## src/rtl/ps2_host_tx.sv

```systemverilog
// ps2_host_tx: PS/2 host-to-device byte transmitter.
// Pulls the PS/2 clock low to request the bus and drives the start bit.
// It then shifts out D0..D7, odd parity and the stop bit on device clock
// falling edges. Finally it checks the device ack and waits for the bus to
// return to idle.
// Optional build macro PS2_HOST_TX_FILTER_EN: when defined, the synchronized
// PS/2 clock is debounced. A level change is accepted only after 8
// consecutive equal samples.
module ps2_host_tx #(
    parameter int INHIBIT_CYC = 9600,
    parameter int TIMEOUT_CYC = 1440000
) (
    input  logic       clk_sys,
    input  logic       reset,
    input  logic [7:0] tx_data,
    input  logic       tx_strobe,
    output logic       busy,
    output logic       done,
    output logic       error,
    input  logic       ps2_clk_i,
    input  logic       ps2_dat_i,
    output logic       ps2_clk_oe,
    output logic       ps2_dat_oe
);

    localparam int IW = $clog2(INHIBIT_CYC + 1);
    localparam int TW = $clog2(TIMEOUT_CYC + 1);

    typedef enum logic [2:0] {
        IDLE      = 3'd0,
        INHIBIT   = 3'd1,
        START     = 3'd2,
        SHIFT     = 3'd3,
        ACK       = 3'd4,
        WAIT_IDLE = 3'd5
    } state_t;

    // Synchronizers and edge detection
    logic [1:0] r_clk_sync;
    logic [1:0] r_dat_sync;
    logic       r_clk_prev;
    logic       w_clk_s;
    logic       w_dat_s;
    logic       w_fall;

    // Two-flop synchronizers for the raw PS/2 line levels (idle level is 1)
    always_ff @(posedge clk_sys) begin
        if (reset) begin
            r_clk_sync <= 2'b11;
            r_dat_sync <= 2'b11;
        end else begin
            r_clk_sync <= {r_clk_sync[0], ps2_clk_i};
            r_dat_sync <= {r_dat_sync[0], ps2_dat_i};
        end
    end

`ifdef PS2_HOST_TX_FILTER_EN
    logic [2:0] r_filt_cnt;
    logic       r_clk_filt;

    // Debounce: adopt a new clock level after 8 consecutive differing samples
    always_ff @(posedge clk_sys) begin
        if (reset) begin
            r_filt_cnt <= 3'd0;
            r_clk_filt <= 1'b1;
        end else if (r_clk_sync[1] != r_clk_filt) begin
            if (r_filt_cnt == 3'd7) begin
                r_filt_cnt <= 3'd0;
                r_clk_filt <= r_clk_sync[1];
            end else begin
                r_filt_cnt <= r_filt_cnt + 3'd1;
            end
        end else begin
            r_filt_cnt <= 3'd0;
        end
    end

    assign w_clk_s = r_clk_filt;
`else
    assign w_clk_s = r_clk_sync[1];
`endif

    assign w_dat_s = r_dat_sync[1];
    assign w_fall  = r_clk_prev & ~w_clk_s;

    // Previous clock level, used to detect falling edges
    always_ff @(posedge clk_sys) begin
        if (reset) begin
            r_clk_prev <= 1'b1;
        end else begin
            r_clk_prev <= w_clk_s;
        end
    end

    // State and datapath registers
    state_t        r_state;
    logic [7:0]    r_data;
    logic          r_par;
    logic          r_busy;
    logic          r_done;
    logic          r_error;
    logic          r_clk_oe;
    logic          r_dat_oe;
    logic [IW-1:0] r_inh_cnt;
    logic [3:0]    r_bit_cnt;
    logic [TW-1:0] r_to_cnt;

    state_t        w_state_nxt;
    logic [7:0]    w_data_nxt;
    logic          w_par_nxt;
    logic          w_busy_nxt;
    logic          w_done_nxt;
    logic          w_error_nxt;
    logic          w_clk_oe_nxt;
    logic          w_dat_oe_nxt;
    logic [IW-1:0] w_inh_nxt;
    logic [3:0]    w_bit_nxt;
    logic [TW-1:0] w_to_nxt;
    logic          w_to_hit;

    assign w_to_hit = (r_to_cnt == TW'(TIMEOUT_CYC - 1));

    // Register all FSM state and outputs; reset aborts any transfer silently
    always_ff @(posedge clk_sys) begin
        if (reset) begin
            r_state   <= IDLE;
            r_data    <= 8'h00;
            r_par     <= 1'b0;
            r_busy    <= 1'b0;
            r_done    <= 1'b0;
            r_error   <= 1'b0;
            r_clk_oe  <= 1'b0;
            r_dat_oe  <= 1'b0;
            r_inh_cnt <= '0;
            r_bit_cnt <= 4'd0;
            r_to_cnt  <= '0;
        end else begin
            r_state   <= w_state_nxt;
            r_data    <= w_data_nxt;
            r_par     <= w_par_nxt;
            r_busy    <= w_busy_nxt;
            r_done    <= w_done_nxt;
            r_error   <= w_error_nxt;
            r_clk_oe  <= w_clk_oe_nxt;
            r_dat_oe  <= w_dat_oe_nxt;
            r_inh_cnt <= w_inh_nxt;
            r_bit_cnt <= w_bit_nxt;
            r_to_cnt  <= w_to_nxt;
        end
    end

    // Next-state and next-output logic; pulses default low every cycle
    always_comb begin
        w_state_nxt  = r_state;
        w_data_nxt   = r_data;
        w_par_nxt    = r_par;
        w_busy_nxt   = r_busy;
        w_done_nxt   = 1'b0;
        w_error_nxt  = 1'b0;
        w_clk_oe_nxt = r_clk_oe;
        w_dat_oe_nxt = r_dat_oe;
        w_inh_nxt    = r_inh_cnt;
        w_bit_nxt    = r_bit_cnt;
        w_to_nxt     = r_to_cnt;

        case (r_state)
            IDLE: begin
                w_clk_oe_nxt = 1'b0;
                w_dat_oe_nxt = 1'b0;
                if (tx_strobe) begin
                    w_data_nxt   = tx_data;
                    w_par_nxt    = ~^tx_data;
                    w_busy_nxt   = 1'b1;
                    w_inh_nxt    = '0;
                    w_bit_nxt    = 4'd0;
                    w_to_nxt     = '0;
                    w_clk_oe_nxt = 1'b1;
                    w_state_nxt  = INHIBIT;
                end else begin
                    w_busy_nxt = 1'b0;
                end
            end

            INHIBIT: begin
                if (r_inh_cnt == IW'(INHIBIT_CYC - 1)) begin
                    w_dat_oe_nxt = 1'b1;
                    w_state_nxt  = START;
                end else begin
                    w_inh_nxt = r_inh_cnt + IW'(1);
                end
            end

            START: begin
                // Data is already low; release the clock so the device clocks
                w_clk_oe_nxt = 1'b0;
                w_bit_nxt    = 4'd0;
                w_to_nxt     = '0;
                w_state_nxt  = SHIFT;
            end

            SHIFT: begin
                if (w_fall) begin
                    w_to_nxt  = '0;
                    w_bit_nxt = r_bit_cnt + 4'd1;
                    if (r_bit_cnt < 4'd8) begin
                        w_dat_oe_nxt = ~r_data[r_bit_cnt[2:0]];
                    end else if (r_bit_cnt == 4'd8) begin
                        w_dat_oe_nxt = ~r_par;
                    end else begin
                        w_dat_oe_nxt = 1'b0;
                        w_state_nxt  = ACK;
                    end
                end else if (w_to_hit) begin
                    w_clk_oe_nxt = 1'b0;
                    w_dat_oe_nxt = 1'b0;
                    w_error_nxt  = 1'b1;
                    w_busy_nxt   = 1'b0;
                    w_state_nxt  = IDLE;
                end else begin
                    w_to_nxt = r_to_cnt + TW'(1);
                end
            end

            ACK: begin
                if (w_fall) begin
                    w_to_nxt = '0;
                    if (!w_dat_s) begin
                        w_state_nxt = WAIT_IDLE;
                    end else begin
                        w_error_nxt = 1'b1;
                        w_busy_nxt  = 1'b0;
                        w_state_nxt = IDLE;
                    end
                end else if (w_to_hit) begin
                    w_clk_oe_nxt = 1'b0;
                    w_dat_oe_nxt = 1'b0;
                    w_error_nxt  = 1'b1;
                    w_busy_nxt   = 1'b0;
                    w_state_nxt  = IDLE;
                end else begin
                    w_to_nxt = r_to_cnt + TW'(1);
                end
            end

            WAIT_IDLE: begin
                if (w_clk_s && w_dat_s) begin
                    w_done_nxt  = 1'b1;
                    w_busy_nxt  = 1'b0;
                    w_state_nxt = IDLE;
                end else if (w_fall) begin
                    w_to_nxt = '0;
                end else if (w_to_hit) begin
                    w_clk_oe_nxt = 1'b0;
                    w_dat_oe_nxt = 1'b0;
                    w_error_nxt  = 1'b1;
                    w_busy_nxt   = 1'b0;
                    w_state_nxt  = IDLE;
                end else begin
                    w_to_nxt = r_to_cnt + TW'(1);
                end
            end

            default: begin
                w_clk_oe_nxt = 1'b0;
                w_dat_oe_nxt = 1'b0;
                w_busy_nxt   = 1'b0;
                w_state_nxt  = IDLE;
            end
        endcase
    end

    assign busy       = r_busy;
    assign done       = r_done;
    assign error      = r_error;
    assign ps2_clk_oe = r_clk_oe;
    assign ps2_dat_oe = r_dat_oe;

endmodule
```

## config.mk

```make
export PLATFORM = sky130hd
export DESIGN_NAME = ps2_host_tx
export DESIGN_NICKNAME = d
export VERILOG_FILES = /design/src/rtl/ps2_host_tx.sv
export SDC_FILE = /design/constraint.sdc
export NUM_CORES = 1
export LEC_CHECK = 0
export ABC_AREA = 0
export CORE_MARGIN = 4
export CORE_UTILIZATION = 59
export CTS_CLUSTER_DIAMETER = 80
export DETAILED_ROUTE_END_ITERATION = 12
export PLACE_DENSITY = 0.79
export SYNTH_ARGS = -nofsm -noshare
export SYNTH_HDL_FRONTEND = slang
export SYNTH_SLANG_ARGS = --single-unit
```

## constraint.sdc

```tcl
create_clock -name clk_sys -period 2.8 [get_ports clk_sys]
set_input_delay 0.56 -clock clk_sys [delete_from_list [all_inputs] [get_ports clk_sys]]
set_output_delay 0.56 -clock clk_sys [all_outputs]
set_load 0.005 [all_outputs]
```

# Word-level counts from Yosys, hierarchy flattened
# Index checks and enable logic that the tools add are counted.
# word_totals
regBits	61
out_inout_bits	5
word_cells	111
# op_classes
bitwise	8
n_lt_le_gt_ge	2
eq_ne	17
n_reduce_logical	17
muxes	50
add_sub_neg	3
# ops
cell	count
$mux W21	4
$pmux W21 S4	1
$mux W3	10
$mux W14	2
$pmux W14 S2	1
$mux W1	23
$add A21 B1 Y21 const B	1
$eq A21 B21 Y1 const B	1
$pmux W3 S6	1
$add A14 B1 Y14 const B	1
$eq A14 B14 Y1 const B	1
$ne A3 B3 Y1 const B	4
$pmux W4 S3	1
$reduce_and A3 Y1	4
$ne A2 B2 Y1 const B	5
$pmux W1 S5	2
$mux W4	2
$reduce_xnor A8 Y1	1
$not A1 Y1	7
$eq A3 B2 Y1 const B	2
$eq A3 B3 Y1 const B	2
$reduce_and A2 Y1	3
$reduce_or A2 Y1	3
$reduce_and A5 Y1	1
other kinds (14)	14

# Longest topological paths before layout
# logic_depth
word_depth	6
depth_mapped	8

# Least setup slack after synthesis
# Ideal clock, no wire load.
# synth_path
path_type	input port to flip-flop
start	input port tx_strobe
end	register r_to_cnt[14]
arrival_time_ns	1.985
setup_time_ns	0.086
required_time_ns	2.714
path_buffers	1
path_slack_ns	0.729
stages	6
path_cell_list	buf_2 nor2_1 nor3_1 nor4_2 or4_1 a221oi_2
# synth_via
elab_chain_len	2
# synth_lines
element	line_no	text
from (decl)	16	input logic tx_strobe,
$ne A2 B2 Y1 (no line)	n/a	
$reduce_and A3 Y1 (no line)	n/a	
to (signal assigned)	148	r_to_cnt <= w_to_nxt;
to (decl)	106	logic [TW-1:0] r_to_cnt;
# No other way between the ends.
# A chain may end at the register's enable or synchronous reset.

# Final worst setup path
# layout_path
start	register r_to_cnt[0]
end	register r_to_cnt[17]
# layout_via
elab_chain_len	5
word_cells_on_any_way	6
cone_classes	add/sub: 1; eq/ne: 1; mux: 4
# layout_lines
element	line_no	text
$add A21 B1 Y21 or $eq A21 B21 Y1 (tied branches)	n/a	
$mux W21 *	213, 234, 252	
$mux W21 *	202	if (w_fall) begin
$mux W21	246	if (w_clk_s && w_dat_s) begin
$pmux W21 S4 *	166	case (r_state)
# Every way passes the cells marked *; elsewhere a longest branch is shown, timed or not. The select of a mux whose other input is x is not followed.

==> flow_metrics.tcl <==
set metrics [dict create \
    muxShareOfSynthArea_pct 2.53 \
    synth_fa_ha_area_share_pct 1.49 \
    grt_pass1_wl_mm 13.9 \
    tritoncts "built" \
    dp.final_hpwl_mm 5.81 \
    synth-seq-cells 61 \
    drt-pass1-iter-count 5 \
    yosys.area_share.simple_pct 28.8 \
    max_slew_margin_pct 57.1 \
    portBuffers 17 \
    grt_usage_pct 24.1 \
    tns_ps 0 \
    start_util_pct 61.1 \
    synthCells 410 \
    cts_max_level 3 \
    finalCriticalPeriod_ps 2290 \
    multi_input_area_sq_um 1980 \
    drc 0 \
    vias_per_cell 6.37 \
    cts_setup_buffers 0 \
    rsz0062_at_grt "no" \
    core_sq_um 5510 \
    hold_viol_final 0 \
    synth_compound_area_share_pct 20.2 \
    synth_cell_type_count 62 \
    ant_nets 0 \
    avgSynthCellArea_sq_um 8.21 \
    synth_edf_count 0 \
    status "finished, final reports clean" \
    ctsResizeCount 0 \
    synth_ff_type "dfxtp_1" \
    syn-num-nets 427 \
    synth_area_sq_um 3370 \
    p_per_area_nw_per_um2 648 \
    root_buffer "clkbuf_8" \
    slew_violations 0 \
    clk_path_buf_depth 2 \
    dp.cells 490 \
    yosys.area.top_type "dfxtp_1" \
    yosys.area.top_type_share_pct 36.3 \
    cp.arrival_ps 2500 \
    critPathMaxFanout 6 \
    seqCellArea_sq_um 1220 \
    syn_to_final_growth_pct 12.7 \
    nets 446 \
    synthMostInstantiatedCell "dfxtp_1" \
    fin_total_pwr_uw 2460 \
    start_kind "flop" \
    synth_area_leaders "dfxtp_1 (36%), nand2_1 (5.0%), a21oi_1 (4.2%)" \
    antenna_found_initial 0 \
    grt_max_degree 21 \
    pin_count 18 \
    cts.hold.buffers_added 0 \
    clkLatencyLatePin_ps 350 \
    n_fill_cell 457 \
    drtIter0Drc 371 \
    clk_pin_slew_ps 60 \
    grt_pass1_vias 2989 \
    die_x_microns 83.5 \
    critPathKind "reg2reg" \
    skew_ps 8.12 \
    wirelength_mm 8.23 \
    gp_congestion 0.906 \
    cts_inserted_buffers 9 \
    dieArea_sq_um 6980 \
    ys_top_cells_by_count "dfxtp_1 (61), nand2_1 (45), nor2_1 (35)" \
    final_cells 504 \
    cap_violations 0 \
    synth_top_family_by_area "simple AND/OR/NAND/NOR gates" \
    clock-sinks 61 \
    synth-xor-area-share_pct 5.72 \
    setup_viol 0 \
    ys_async_sr_fraction_pct 0 \
    required_ps 3010 \
    ir_worst_vdd_mv 0.455 \
    yosys_warnings 0 \
    endpoint_kind "flop" \
    period_share_pct 81.7 \
    p_leak_uw 0.00128 \
    wire_per_inst_microns 16.3 \
    hp-class "reg2reg" \
    layout-drive-gt1-share_pct 11.3 \
    seq_area_frac_synth_pct 36.3 \
    die_h_microns 83.5 \
    fmax_mhz 437 \
    max_slew.worst_pin.slew_ps 641 \
    row_count 27 \
    insertedDiodeCount 0 \
    vias 3209 \
    grt_overflow_total 0 \
    postLayoutCoreUtil_pct 68.9 \
]
## final timing paths
| kind | start | endpoint | slack (ps) | cells after the start |
|---|---|---|---|---|
| setup / recovery | r_to_cnt[0] | r_to_cnt[17] | 510 | 7 |
| setup reg to reg | r_to_cnt[0] | r_to_cnt[17] | 510 | 7 |
| hold / removal | r_dat_sync[0] | r_dat_sync[1] | 410 | 1 |
| hold reg to reg | r_dat_sync[0] | r_dat_sync[1] | 410 | 1 |
## area by class of cell
cell class / count / area share (%)
Timing Repair Buffer: 34 / 7.85
Clock inverter: 2 / 0.264
Clock buffer: 12 / 4.09
Sequential cell: 61 / 32.2
Inverter: 11 / 1.09
Multi-Input combinational cell: 312 / 52.1
Tap cell: 72 / 2.38
## critical path: stages (launching register included)
cell and delay [ps]:
dfxtp_1 400, ha_1 260, and3_2 260, nand4_1 160, or4_1 670, nand3_1 160, buf_4 160, o41ai_1 80
## flip-flops by register name (all words and copies together), names as in the netlist, 2 cells and up
register	cells
r_bit_cnt	4
r_inh_cnt	14
r_state	3
r_dat_sync	2
r_data	8
r_to_cnt	21
r_clk_sync	2
## where the power goes
| part | switching [uW] | internal, uW | leakage [uW] |
|---|---|---|---|
| Clock | 332 | 357 | 0.0000881 |
| Combinational | 438 | 306 | 0.000701 |
| Sequential | 81.6 | 941 | 0.000495 |
| Total | 852 | 1600 | 0.00128 |
## cells in the final DEF (no fill, tap or decap), drive strengths merged, types with 5 or more instances in the layout
| cell type | n |
|---|---|
| dfxtp | 61 |
| nand2 | 45 |
| nor2 | 35 |
| a21oi | 28 |
| nand3 | 24 |
| clkdlybuf4s50 | 17 |
| buf | 17 |
| nor3 | 14 |
| o21ai | 13 |
| xnor2 | 12 |
| clkbuf | 12 |
| inv | 11 |
| nand4 | 10 |
| o311ai | 10 |
| xor2 | 10 |
| o41ai | 8 |
| or4 | 8 |
| and3 | 8 |
| or2 | 7 |
| o31ai | 5 |
| a31oi | 5 |
| a211oi | 5 |
| nor4 | 5 |
## per-layer routing
layer / up-vias / global-route usage [%] / share of wire [%]
met1: 1489 / 32.4 / 45
met5: - / 0 / 0
met2: 148 / 36.9 / 45
met3: 15 / 6.32 / 7.8
li1: 1557 / - / -
met4: 0 / 9.80 / 2.0
## per-stage QoR
step | worst slack (ps) | instance area (sq um) | hold WS [ps]
2_1_floorplan | 729 | 3370 | 389
6_report | 511 | 3790 | 413
3_3_place_gp | 213 | 3630 | 394
3_5_place_dp | 190 | 3630 | 400
4_1_cts | 528 | 3790 | 417
5_1_grt | 333 | 3790 | 435
## logic make-up after synthesis
logic type / Yosys count
AND/OR/NAND/NOR: 182
AO/OA/AOI/OAI: 98
flip-flops: 61
buffers and inverters: 37
XOR/XNOR: 22
multiplexers: 6
adder cells (fa/ha/maj): 4
Power figures use the tool's default switching activity.
